==> config.mk <==
export PLATFORM = sky130hd
export DESIGN_NAME = subsystem_retstack
export DESIGN_NICKNAME = d
export VERILOG_FILES = /design/src/rtl/retstack_pkg.sv /design/src/rtl/reg_16b.sv /design/src/rtl/subsystem_retstack.sv
export SDC_FILE = /design/constraint.sdc
export NUM_CORES = 1
export LEC_CHECK = 0
export CAP_MARGIN = 15
export CELL_PAD_IN_SITES_DETAIL_PLACEMENT = 0
export CELL_PAD_IN_SITES_GLOBAL_PLACEMENT = 2
export CORE_ASPECT_RATIO = 1.4
export CORE_UTILIZATION = 23
export DETAILED_ROUTE_END_ITERATION = 10
export MAX_ROUTING_LAYER = met4
export PLACE_DENSITY = 0.77
export SYNTH_ARGS = -nofsm -noshare
export SYNTH_HDL_FRONTEND = slang
export SYNTH_SLANG_ARGS = --single-unit
==> constraint.sdc <==
create_clock -name CLK -period 1.6 [get_ports CLK]
set_input_delay 0.24 -clock CLK [delete_from_list [all_inputs] [get_ports CLK]]
set_output_delay 0.24 -clock CLK [all_outputs]
set_load 0.05 [all_outputs]
==> src/rtl/retstack_pkg.sv <==
// Shared encodings for the return-stack controller: FSM states, rp adder
// commands and default stack window bounds.
package retstack_pkg;

    typedef enum logic [1:0] {
        ST_IDLE     = 2'd0,
        ST_SPILL    = 2'd1,
        ST_FILL_DEC = 2'd2,
        ST_FILL     = 2'd3
    } state_e;

    localparam logic [1:0] RP_HOLD = 2'b00;
    localparam logic [1:0] RP_INC  = 2'b01;
    localparam logic [1:0] RP_DEC  = 2'b10;

    localparam logic [15:0] RS_BASE_DEFAULT  = 16'h4000;
    localparam logic [15:0] RS_LIMIT_DEFAULT = 16'h4FFF;

endpackage

==> src/rtl/reg_16b.sv <==
// Generic 16-bit load-enable register with asynchronous active-low clear.
module reg_16b (
    input  logic        clk,
    input  logic        rst_n,
    input  logic        en,
    input  logic [15:0] d,
    output logic [15:0] q
);

    logic [15:0] data_q;
    logic [15:0] data_d;

    always_comb begin
        data_d = data_q;
        if (en) data_d = d;
    end

    always_ff @(posedge clk or negedge rst_n) begin
        if (!rst_n) data_q <= '0;
        else        data_q <= data_d;
    end

    assign q = data_q;

endmodule

==> src/rtl/subsystem_retstack.sv <==
// Return-stack controller: TOS held in a register, older entries spill to and
// refill from data memory at address rp, which an external rp adder maintains.
module subsystem_retstack
    import retstack_pkg::*;
#(
    parameter logic [15:0] BASE  = RS_BASE_DEFAULT,
    parameter logic [15:0] LIMIT = RS_LIMIT_DEFAULT
) (
    input  logic        CLK,
    input  logic        reset,
    input  logic        push,
    input  logic        pop,
    input  logic [15:0] push_data,
    input  logic [15:0] rp,
    output logic [1:0]  rp_inc,
    output logic        mem_req,
    output logic        mem_we,
    output logic [15:0] mem_addr,
    output logic [15:0] mem_wdata,
    input  logic [15:0] mem_rdata,
    input  logic        mem_ack,
    output logic [15:0] tos,
    output logic        tos_valid,
    output logic        busy,
    output logic        overflow,
    output logic        underflow
);

    state_e      state_q, state_d;
    logic        tos_valid_q, tos_valid_d;
    logic [15:0] pend_q, pend_d;
    logic        overflow_q, overflow_d;
    logic        underflow_q, underflow_d;
    logic        tos_en;
    logic [15:0] tos_d;

    reg_16b u_tos (
        .clk   (CLK),
        .rst_n (reset),
        .en    (tos_en),
        .d     (tos_d),
        .q     (tos)
    );

    always_comb begin
        state_d     = state_q;
        tos_valid_d = tos_valid_q;
        pend_d      = pend_q;
        overflow_d  = overflow_q;
        underflow_d = underflow_q;
        tos_en      = 1'b0;
        tos_d       = push_data;

        unique case (state_q)
            ST_IDLE: begin
                if (push && pop) begin
                    // Replace-in-place when an entry exists; otherwise the push wins
                    // but the pop still reports an empty stack.
                    tos_en      = 1'b1;
                    tos_valid_d = 1'b1;
                    if (!tos_valid_q) underflow_d = 1'b1;
                end else if (push) begin
                    if (!tos_valid_q) begin
                        tos_en      = 1'b1;
                        tos_valid_d = 1'b1;
                    end else if (rp >= LIMIT) begin
                        overflow_d = 1'b1;
                    end else begin
                        pend_d  = push_data;
                        state_d = ST_SPILL;
                    end
                end else if (pop) begin
                    if (!tos_valid_q)    underflow_d = 1'b1;
                    else if (rp == BASE) tos_valid_d = 1'b0;
                    else                 state_d     = ST_FILL_DEC;
                end
            end
            ST_SPILL: begin
                if (mem_ack) begin
                    tos_en  = 1'b1;
                    tos_d   = pend_q;
                    state_d = ST_IDLE;
                end
            end
            ST_FILL_DEC: state_d = ST_FILL;
            ST_FILL: begin
                if (mem_ack) begin
                    tos_en  = 1'b1;
                    tos_d   = mem_rdata;
                    state_d = ST_IDLE;
                end
            end
            default: state_d = ST_IDLE;
        endcase
    end

    always_ff @(posedge CLK or negedge reset) begin
        if (!reset) begin
            state_q     <= ST_IDLE;
            tos_valid_q <= 1'b0;
            pend_q      <= '0;
            overflow_q  <= 1'b0;
            underflow_q <= 1'b0;
        end else begin
            state_q     <= state_d;
            tos_valid_q <= tos_valid_d;
            pend_q      <= pend_d;
            overflow_q  <= overflow_d;
            underflow_q <= underflow_d;
        end
    end

    // Memory strobes decode straight from the state flop so an async reset
    // withdraws an in-flight request immediately.
    always_comb begin
        mem_req = (state_q == ST_SPILL) || (state_q == ST_FILL);
        mem_we  = (state_q == ST_SPILL);
        rp_inc  = RP_HOLD;
        if (state_q == ST_SPILL && mem_ack) rp_inc = RP_INC;
        if (state_q == ST_FILL_DEC)         rp_inc = RP_DEC;
    end

    assign mem_addr  = mem_req ? rp : 16'h0000;
    assign mem_wdata = tos;
    assign tos_valid = tos_valid_q;
    assign busy      = (state_q != ST_IDLE);
    assign overflow  = overflow_q;
    assign underflow = underflow_q;

endmodule

After elaboration in Yosys (flattened, before gate mapping). Cells that the tools add are included. Widths: inputs -> output; s select.

Magnitude comparators: 1. Eq/ne operators: 11. Multiplexer cells: 29. Bitwise gates (word level): 2. Reduce and logical (&&, ||, !) cells: 13.

Operators with widths (number): $mux 16 (3); $pmux 16 s2 (1); $mux 2 (9); $eq 16x15->1 const B (1); $ge 16x15->1 const B (1); $mux 1 (14); $reduce_and 5->1 (2); $ne 3x3->1 const B (3); $pmux 2 s3 (1); $reduce_and 6->1 (1); $eq 2x2->1 const B (2); $ne 2x1->1 const B (2); $ne 2x2->1 const B (2); $reduce_bool 2->1 (2); $reduce_and 3->1 (1); $reduce_bool 3->1 (1); $eq 2x1->1 const B (1); $logic_and 1x1->1 (2); $logic_not 2->1 (1); $not 1->1 (2); $pmux 1 s2 (1); $reduce_and 2->1 (1); $reduce_or 2->1 (1); $logic_or 1x1->1 (1).

Flip-flop bits (word level): 37. Input bits: 53. Output and inout port bits: 56. Logic and storage cells: 62.

Logic depth before layout (Yosys ltp). Gate-level depths: netlist of the first run.

Depth after elaboration: 7. Depth in mapped cells: 6. Gate-level depth less buffers: 4.

By module. From an unflattened synthesis of the first run, not the netlist that was laid out.

Cells, all modules: 195. Area, all modules: 2179.6 µm².

By module, submodules not included: subsystem_retstack (instances 1, cells an instance 161, area each 1530.2 µm², seq. area each 525.5 µm²); reg_16b (instances 1, cells an instance 34, area each 649.4 µm², seq. area each 400.4 µm²).

Worst setup path before layout of the first run. Ideal clock, no wire load.

Path kind: reg2out. Start point: reg state_q[1]. End point: out rp_inc[0]. Arrival: 2.044 ns. Data required time: 1.360 ns. Path slack: -0.684 ns. Cell stages (with the launch flop): 5. Path buffers: 2. Cells stage by stage: dfrtp_1 buf_4 buf_4 nor2b_1 and2_1.

Cells in the longest elaborated chain, start to end: 4. Elaborated cells between the ends (all ways): 5. Those cells by class: eq/ne (2); mux (2); reduce/logical (1).

Ends and longest elaborated chain: start, declared (RTL line subsystem_retstack.sv:29) `state_e state_q, state_d;`; start signal, assigned (RTL line subsystem_retstack.sv:105) `state_q <= state_d;`; $eq 2x1->1; named net mem_we (RTL line subsystem_retstack.sv:17) `output logic mem_we,`; $logic_and 1x1->1 (RTL line subsystem_retstack.sv:119) `if (state_q == ST_SPILL && mem_ack) rp_inc = RP_INC;`; $mux 1 (RTL line subsystem_retstack.sv:119); $mux 2 (RTL line subsystem_retstack.sv:120) `if (state_q == ST_FILL_DEC) rp_inc = RP_DEC;`; end, declared (RTL line subsystem_retstack.sv:15) `output logic [1:0] rp_inc,`.

The timed path passes the listed nets, and every way through them passes these cells.

Final worst setup path of the first run.
Start point: reg state_q[1]. End point: reg pend_q[7].

Cells in the longest elaborated chain, start to end: 2.

Ends and longest elaborated chain: $logic_not 2->1 (RTL line subsystem_retstack.sv:54) `unique case (state_q)`; $reduce_and 5->1 (no source line); end signal, assigned (RTL line subsystem_retstack.sv:107) `pend_q <= pend_d;`; end, declared (RTL line subsystem_retstack.sv:31) `logic [15:0] pend_q, pend_d;`.

No other way between the ends. A chain may end at the register's enable or synchronous reset.

==> results of run 1 <==
logic make-up (layout without fill, tap and decap cells):
group                  count (synthesis)  count (layout)  synth area share
flip-flops                            37              37             0.437
AO/OA/AOI/OAI                         39              39            0.0987
buffers and inverters                 29             154            0.0881
AND/OR/NAND/NOR                       73              73             0.197
multiplexers                          32              32             0.178
timing repair:
| item | 4_1_cts | 5_1_grt |
|---|---|---|
| pin swaps | 8 | 1 |
| endpoints found under the hold margin | 17 | 0 |
| gates cloned | 1 | 0 |
| setup endpoints to repair | 31 | 30 |
| gates resized for setup | 29 | 12 |
| buffers inserted | 7 | 3 |
| hold buffers | 1 | 0 |
state kept, by name (all words and copies together) (netlist names):
name,cells
tos_valid,1
underflow,1
overflow,1
state_q,2
pend_q,16
u_tos.q,16
cell type report:
class                   count  area [um2]
inverters                   1        3.75
clock inverters             1        7.51
well taps                 107         134
repair buffers            146        1560
clock buffers               6         139
fillers                   871        5120
multi-input cells         144        1090
flip-flops and latches     37         928
path summary, 6_finish.rpt:
kind	slack (ns)	startpoint	depth (start not counted)	endpoint
max	-0.03	state_q[1]	5	pend_q[7]
min	0.41	pop	3	underflow
max reg2reg	-0.03	state_q[1]	5	pend_q[7]
min reg2reg	0.48	overflow	1	overflow
max in group asynchronous	0.69	reset	3	tos_valid
min in group asynchronous	0.44	reset	2	u_tos.q[11]
per-stage QoR:
step / power, W / util / TNS (ns)
final: 0.00808 / 0.430 / -0.357
after detailed placement: 0.00691 / 0.395 / -6.80
after global routing: 0.00848 / 0.430 / -1.47
after global placement: 0.00686 / 0.395 / -6.19
after floorplan: 0.00511 / - / -0.569
after CTS: 0.00806 / 0.427 / -0.580
synth_stat cells, types with 2 or more instances:
cell type  instances
clkbuf_1           7
mux2i_1           16
nand4_1            2
mux2_4            10
and4_1             3
and2_1            18
nor2_1            18
nor4_1             3
a21oi_1           16
dfrtp_1           37
mux2_2             6
nand2_1           21
nor2b_1            2
o21ai_0           17
buf_2              2
buf_4             18
per-layer routing:
| metal | up-vias | part of all wire |
|---|---|---|
| met5 | - | 0 |
| met4 | 0 | 0.0080 |
| met3 | 5 | 0.071 |
| met2 | 78 | 0.53 |
| met1 | 908 | 0.39 |
| li1 | 958 | - |
power groups by stage:
stage | Sequential, W | Combinational, W | Clock [W]
floorplan | 0.00231 | 0.00280 | 0
global placement | 0.00166 | 0.00520 | 0
detailed placement | 0.00168 | 0.00523 | 0
CTS | 0.00168 | 0.00536 | 0.00102
global route | 0.00174 | 0.00569 | 0.00105
finish | 0.00167 | 0.00542 | 0.000985
critical path, cell delays in order, from the launching register on:
cell	delay, ns
dfrtp_2	0.45
nor4b_4	0.37
nand3_4	0.13
buf_12	0.15
buf_12	0.13
mux2_4	0.29
==> results.md, run 1 <==
- Of the cells placed in the final design, the portion with a size suffix greater than 1 is 0.421.
- After clock tree synthesis, the clock-pin slew on the worst setup and hold paths is approximately 0.060 ns.
- For this run the aggregate overflow at the end of global routing stands at 0.
- The first-pass detailed-route iteration total is 4.
- The shortest period the worst path allows is ~1.6 ns.
- At the end of the flow, the number of nets in the layout was 388.
- The mean post-synth cell area is roughly 10 um2.
- TritonCTS built the clock tree.
- The later pin in the worst-skew pair is clocked with a latency of roughly 0.27 ns.
- STA classifies the critical path startpoint as a flip-flop.
- The share of flip-flops with an asynchronous set or reset is 1.00.
- The number of global-route vias before repair is 2052.
- Max-cap violations in this run came to 0.
- For this run, global-route usage on met3 was measured as 0.0442.
- The total track usage is 0.139.
- The flip-flop and latch count after synthesis is 37.
- The congestion estimate from routability-driven global placement came to 0.730.
- The clock net in this run drives a total of 37 sinks.
- The detail-routed via count per cell is around 4.4.
- The mean routed wirelength per cell is 14.5 um.
- Port buffering added between 100 and 150 buffers.
- Summed over all layers, the routed wires come to roughly 6.4 mm.
- The root buffer selected by CTS is clkbuf_16.
- The data arrival time of the critical path is 1.79 ns.
- Leaving out fill and tap cells, the most frequent cell in the layout is buf_4.
- The number of placed instances, taps included, is roughly 420.
- Leaving out fill and tap cells, the most frequent cells in the layout are 62 x buf_4, 35 x dfrtp_1, 34 x clkdlybuf4s50_1.
- The total DRC errors in the routed layout is 0.
- The count of placed standard cells in the final layout, fillers left out is 442.
- The post-layout worst setup margin is -0.0326 ns.
- The fraction of the yosys area taken by sequential cells is 0.437.
- The via count is 1949.
- Internal power comes to between 0.004 and 0.005 W.
- Setup repair after global routing could not meet its margin everywhere.
- Once layout is done, the placed cells without fillers occupy between 3000 and 4000 um2.
- The met1 capacity usage during global routing is 0.145.
- The type of destination of the critical path is a flip-flop.
- Summed over all instances, the cell type with the most area after synthesis is dfrtp_1.
- Counting the buffers created by CTS gives 5.
- Of the post-synthesis cell area, the dominant cell type holds 0.437.
- The I/O pin count is approximately 110.
- The overall die area is about 9600 um2.
- The final reports fail on negative setup slack.
- The count of inserted antenna diode cells is 0.
- The clock tree buffer depth is 2.
- The synthesized netlist cell count is 210.
- The layer flagged by global routing as most heavily used is met2.
- The met2 layer usage reported by global route is 0.255.
- The Yosys warning count is 0.
- The sequential power share is 0.207.
- The cell area after technology mapping is 2120 um2.
- The static leakage is 1.80 nW.
- From left edge to right edge, the die measures between 80 and 90 um.
- Clock skew on the completed layout was measured at 0.00418 ns.
- For this configuration, the core starts out at a cell density of 0.236.
- In this run the power spent charging and discharging nets is between 0.003 and 0.004 W.
- The classification of the worst-slack hold path is input pin to flip-flop.
- Once detail routing completed, the nets flagged for antenna violations numbered 0.
- The flow ran to the end, but the final reports show violations.
- At the placement stage, the worst setup path has a slack of -0.401 ns.
- The endpoint required time on the critical path is around 1.8 ns.
- The placed standard-cell area is 3550 um2.
- The half-perimeter wire length of the detailed placement result is just under 5 mm.
- The worst-case IR drop observed on VDD is 1.34 mV.
- The final-report hold violation count came to 0.
- The share of total power dissipated in the clock network is 0.122.
- Yosys attributes the largest share of cell area to dfrtp_1 44%, mux2i_1 7.6%, mux2_4 7.1%, buf_4 6.4%, and2_1 5.3%.
- The number of enable flip-flop cells after synthesis is 0.
- The total of endpoints with negative setup slack in the final report is 13.
- The number of antenna violations at the first check in global routing is 0.
- The measured slew at the worst slew-check pin is 0.445 ns.
- The most used flip-flop cell after synthesis is dfrtp_1.
- The standard-cell row count is around 40.
- The final max-slew violation count is 0.
- Headroom to the max-slew limit came out at 0.703.
- In this run, the number of DRC markers left after iteration 0 of detailed routing was 42.
- The count of H-tree levels built during CTS is 2.
- The path type of the worst setup path is flip-flop to flip-flop.
- After floorplanning, the core was sized to cover 8980 um2.
- The maximum number of pins on one net before global-route repair is 34.
- The maximum clock rate is between 0.6 and 0.7 GHz.
- Final hold analysis gives a worst-case slack of 0.405 ns.
- The area added between synthesis and finish is 82.2%.
- The largest fanout of any net on the critical path is 5.
- The count of different cell masters after synthesis is 30.
- The number of nets produced by synthesis is about 260.
- The switching part of the total power is 0.476.
- The first global-routing pass estimated around 10 mm of wire.
- The combinational share of power is 0.671.
- The die is 116 um tall.
- The post-route fraction of the period consumed by the critical path is 1.02.
- In this run the power density over the cells is between 2000 and 2500 nW/um2.
No activity file was read; power rests on OpenSTA's default activity.
==> inputs of run 2 (changes only) <==
Settings changed: GPL_ROUTABILITY_DRIVEN set to 0.
Clock period 1.6 ns to 1.8 ns, I/O delays scaled along.
==> results.md, run 2 (synthesized netlist as in run 1, its figures left out) <==
- The floorplan step defined a die boundary enclosing roughly 9600 um2.
- In the final design database the tool counted ~370 nets.
- The ratio of cells with drive above 1 in the final layout is 0.286.
- The count of nets left with antenna violations once routing finished came out at 0.
- The clock buffer count from CTS is 5.
- The count of placed standard cells in the final layout, fillers left out is approximately 430.
- Setup repair after global routing left no endpoint under its margin.
- The width of the die is 83.1 um.
- The H-tree generated during clock tree synthesis spans 2 levels.
- Across the run, the number of max-cap violations was 0.
- The global-route wire length before repair is 9.54 mm.
- The tightest min-delay check is of the input pin to async pin type.
- Setup violations remaining at the end of the flow were counted as 0.
- The maximum clock rate is between 0.5 and 0.6 GHz.
- The uppermost signal routing layer after detailed routing is met4.
- The setup path with the least slack is of type flip-flop to output pin.
- For the worst setup path, the data required time is roughly 1.5 ns.
- The final total negative setup slack is 0 ns.
- The routed design uses a little over 300 um of met3 wire.
- Entering global routing, the biggest net connects 34 pins.
- The initial utilization of the core area, before any placement, comes to 0.236.
- The post-route fraction of the period consumed by the critical path is 0.970.
- The final-report hold violation count is 0.
- The shortest period the worst path allows is roughly 1.7 ns.
- The core area is about 9000 um2.
- The repair_antennas step left the layout with diodes totalling 0.
- The cell count after placement is ~420.
- The run finished with clean final reports.
- The most frequent standard cell in the layout excluding fill and tap cells is clkdlybuf4s50_1.
- The master of the slowest instance on the critical path is clkdlybuf4s50_1.
- The mean routed wirelength per cell is 13.7 um.
- The measured slew at the worst slew-check pin is ~0.49 ns.
- Headroom to the max-slew limit came out at 0.669.
- Compared with the post-synthesis result, the final layout area differs by 75.2%.
- The final max-slew violation count is 0.
- The signal on the critical path passes through clkdlybuf4s50_1.
- The overall die height is 116 um.
- The met1 wire length is 2.47 mm.
- The half-perimeter wire length of the detailed placement result is roughly 4.4 mm.
- The floorplan has slightly above 40 rows.
- Leaving out fill and tap cells, the most frequent cells in the layout are 72 x clkdlybuf4s50_1, 36 x dfrtp_1, 33 x buf_4.
- With fillers left out, the area of the finished cells amounts to between 3000 and 4000 um2.
- The cell sitting at the root of the clock tree is a clkbuf_16.
- TritonCTS built the clock tree.
- The power per standard cell area is around 1900 nW/um2.
- The top cell family by delay on the critical path is buffers and inverters.
- The clock reaches the later pin of the worst-skew pair after approximately 0.28 ns.
- On the final layout, the worst hold slack is approximately 0.46 ns.
- For this run the aggregate overflow at the end of global routing stands at 0.
- The final layout contains routed wiring with a total length of just under 6 mm.
- Port buffering added around 110 buffers.
- The detail-routed via count per cell is between 4 and 5.
- The largest fanout of any net on the critical path is 3.
- The layout filler cell count is between 800 and 900.
- After clock tree synthesis, the clock-pin slew on the worst setup and hold paths is around 0.060 ns.
- The clock tree buffer depth is 2.
- STA classifies the critical path startpoint as a flip-flop.
- The number of global-route vias before repair was 1960.
- The TritonCTS sink count is 37.
- The number of antenna violations at the first check in global routing is 0.
- The highest cell delay on the worst timing path is just over 0.8 ns.
- In the routed design, unresolved DRC markers number 0.
- The static leakage is between 1.5 and 2 nW.
- The I/O pin count is ~110.
- Once placement finished, the instance area stood at 3530 um2.
- The number of buffer and inverter stages on the critical path is 1.
- On the final layout, the worst clock skew is 0.00588 ns.
- Summing internal, switching and leakage power gives roughly 0.0069 W.
- The worst ir drop on vdd is 1.19 mV.
- The total met2 wirelength after detailed routing is roughly 3 mm.
- For this run, the total global-route usage over all layers was measured as 0.130.
- The detailed router placed around 1900 vias in this run.
- The first-pass detailed-route iteration total is 6.
- For this block, the initial DRC count from the detailed router was 42.
- The type of destination of the critical path is an output pin.
- The data arrival time of the critical path is ~1.5 ns.
[run 2: metal layers]
metal  global-route usage  vias to the layer above
li1                     -                      929
met1                0.144                      867
met3               0.0207                        9
met2                0.236                       82
met5                    -                        -
met4               0.0437                        0
[run 2: cell type report]
cell class | instances | area (um2) | share of cell area
well taps | 107 | 134 | 0.0361
inverters | 1 | 3.75 | 0.00101
clock inverters | 2 | 10.0 | 0.00270
multi-input cells | 144 | 1030 | 0.279
clock buffers | 6 | 129 | 0.0348
flip-flops and latches | 37 | 927 | 0.250
repair buffers | 132 | 1470 | 0.397
[run 2: path summary, 6_finish.rpt]
check | cells past startpoint | from | endpoint | slack (ns)
hold reg to reg | 1 | overflow | overflow | 0.46
min in group CLK | 1 | overflow | overflow | 0.46
max in group asynchronous | 3 | reset | pend_q[7] | 0.72
hold / removal | 2 | reset | u_tos.q[3] | 0.46
setup reg to reg | 4 | state_q[1] | pend_q[10] | 0.26
setup / recovery | 1 | u_tos.q[15] | tos[15] | 0.05
[run 2: per-stage QoR]
step | setup WS [ns] | utilization
global route | 0.00495 | 0.413
CTS | 0.0281 | 0.410
detailed placement | -0.225 | 0.393
floorplan | -0.0140 | -
finish | 0.0543 | 0.413
global placement | -0.172 | 0.393
[run 2: power by group]
group	switching (W)	total, W	internal [W]
clock	0.000326	0.000835	0.000508
combinational	0.00273	0.00460	0.00187
sequential	0.000265	0.00148	0.00121
[run 2: repair_timing]
item | in CTS | in global routing
setup buffers | 0 | 1
endpoints found under the hold margin | 17 | 0
resized for setup | 1 | 5
hold buffers | 1 | 0
pin swaps | 0 | 3
gates cloned | 0 | 0
setup endpoints to repair | 1 | 15
==> inputs of run 3 (changes only) <==
==> constraint.sdc (replaced) <==
create_clock -name CLK -period 1.8 [get_ports CLK]
set_input_delay 0.27 -clock CLK [delete_from_list [all_inputs] [get_ports CLK]]
set_output_delay 0.27 -clock CLK [all_outputs]
set_load 0.01 [all_outputs]
==> results.md, run 3 (synthesized netlist as in run 1, its figures left out) <==
- The flow ran to the end, and the final reports show no timing, DRC or antenna violations.
- The maximum number of pins on one net before global-route repair is 34.
- The worst-case IR drop observed on VDD is ~0.56 mV.
- The layout filler cell count is about 920.
- The count of inserted antenna diode cells is 0.
- The root buffer selected by CTS is clkbuf_16.
- At the placement stage, the worst setup path has a slack of -0.195 ns.
- For this configuration, the core starts out at a cell density of 0.236.
- The H-tree was split into 2 levels.
- After the first detailed-routing iteration, the DRC count stood at 34.
- Relative to the synthesized area, the layout overhead comes to 69.1%.
- The clock tree buffer depth is 2.
- The detail route stage leaves a number of antenna-violating nets equal to 0.
- Clock skew on the completed layout was measured at 0.00407 ns.
- The total power consumption of the routed design is 0.00510 W.
- The CTS tree is done.
- The die covers roughly 9600 um2.
- Leaving out fill and tap cells, the most frequent cells in the layout are 91 x clkdlybuf4s50_1, 35 x dfrtp_1, 21 x nand2_1.
- The via count is between 1500 and 2000.
- Measured on the finished design, the core utilization comes to 0.399.
- The combinational share of power is 0.538.
- The critical path is of the flip-flop to output pin type.
- The sequential cell area in the final layout is between 900 and 1000 um2.
- The number of global-route vias before repair was 1949.
- The measured slew at the worst slew-check pin is between 0.4 and 0.5 ns.
- The clock network latency to the later pin of the worst-skew pair is 0.28 ns.
- The area of the multi-input gates is 1020 um2.
- Port buffering added 108 buffers.
- In the global route stage, met2 resource usage came out at 0.230.
- The mean routed wirelength per cell is between 10 and 15 um.
- Clock-pin slew was measured on the worst setup and hold paths at roughly 0.050 ns.
- After global routing the overflow that remains totals 0.
- The initialized floorplan defines slightly above 40 standard-cell rows.
- The post-route fraction of the period consumed by the critical path is 0.973.
- In the global route stage, met3 resource usage came out at 0.0413.
- The most frequent standard cell in the layout excluding fill and tap cells is clkdlybuf4s50_1.
- The number of antenna violations at the first check in global routing is 0.
- The floorplan step set the die width to a little over 80 um.
- The shortest period the worst path allows is between 1.5 and 2 ns.
- The final-report hold violation count is 0.
- The static leakage is approximately 1.7 nW.
- Static timing analysis puts the maximum clock frequency at 0.571 GHz.
- The classification of the worst-slack hold path is flip-flop to flip-flop.
- The power share of the clock group is 0.171.
- Counting instances, the worst hold path has a depth of 1.
- The endpoint required time on the critical path is roughly 1.5 ns.
- The final total negative setup slack is 0 ns.
- The first-pass detailed-route iteration total is 4.
- The core area is around 9000 um2.
- In the routed layout, each cell is associated on average with a via count of around 4.5.
- The max-capacitance violation count is 0.
- Internal power comes to approximately 0.0034 W.
- The final max-slew violation count was 0.
- For this run, the total global-route usage over all layers was measured as 0.133.
- The ratio of cells with drive above 1 in the final layout is 0.176.
- Counting cells, the worst reg-to-reg path comes to 5.
- The met1 capacity usage during global routing is 0.145.
- The post-layout worst setup margin is 0.0483 ns.
- The largest fanout of any net on the critical path is 8.
- In the final design database the tool counted between 300 and 400 nets.
- The half-perimeter wire length of the detailed placement result is around 4.4 mm.
- The switching part of the total power is 0.337.
- The first global-routing pass estimated approximately 9.5 mm of wire.
- The TritonCTS sink count is 37.
- The total wire length after detailed routing is about 6 mm.
- The power per standard cell area is between 1000 and 1500 nW/um2.
- Of the total power, registers draw 0.291.
- The switching power summed over all nets is about 0.0017 W.
- STA classifies the critical path startpoint as a flip-flop.
- Setup repair after global routing left no endpoint under its margin.
- The most heavily used metal layer in global routing is met2.
- Setup violations remaining at the end of the flow were counted as 0.
- The I/O pin count is approximately 110.
- The type of destination of the critical path is an output pin.
- TritonCTS created 5 clock buffers.
- The overall die height is 116 um.
- The setup check on the worst reg-to-reg path leaves a slack of 0.12 ns.
- For this run, design rule violations remaining after detail routing come to 0.
- The relative max-transition margin is 0.681.
- For the worst setup path, the data arrival time is between 1 and 1.5 ns.
-- run 3: power by group through the flow --
stage                     combinational, W  sequential, W  clock (W)
final                              0.00274        0.00149   0.000870
after global placement             0.00273        0.00148          0
after detailed placement           0.00274        0.00149          0
after global routing               0.00300        0.00155   0.000931
after CTS                          0.00276        0.00148   0.000913
after floorplan                    0.00147        0.00152          0
-- run 3: timing repair --
action | CTS | global route
gates cloned | 0 | 1
setup buffers | 1 | 1
setup endpoints to repair | 19 | 13
pin swaps | 0 | 0
resized for setup | 8 | 15
hold endpoints to repair | 18 | 0
hold buffers | 1 | 0
-- run 3: worst paths after layout --
check	start	endpoint
max reg2reg	state_q[0]	pend_q[12]
min	overflow	overflow
min reg2reg	overflow	overflow
min in group asynchronous	reset	u_tos.q[10]
max in group asynchronous	reset	state_q[0]
max	state_q[0]	mem_addr[12]
-- run 3: critical path, cell delays in order (launching register included) --
cell	delay, ns
dfrtp_2	0.41
buf_6	0.14
and2_1	0.12
clkdlybuf4s50_1	0.53
-- run 3: layout make-up --
cell class / instances / area share
Timing Repair Buffer: 134 / 0.377
Multi-Input combinational cell: 144 / 0.286
Clock buffer: 7 / 0.0398
Tap cell: 107 / 0.0374
Sequential cell: 37 / 0.259
Inverter: 1 / 0.00105
-- run 3: through the flow --
stage	std cells	hold WS, ns	instance area (um2)
final	430	0.460	3580
after detailed placement	419	0.271	3370
after floorplan	210	-0.0256	2120
after global placement	419	0.257	3370
after CTS	428	0.464	3530
after global routing	430	0.490	3580
-- run 3: metal layers --
layer  wire length (um)  vias to the layer above
li1                   -                      933
met1               2390                      894
met2               3140                       84
met3                387                        5
met4                 73                        0
met5                  0                        -
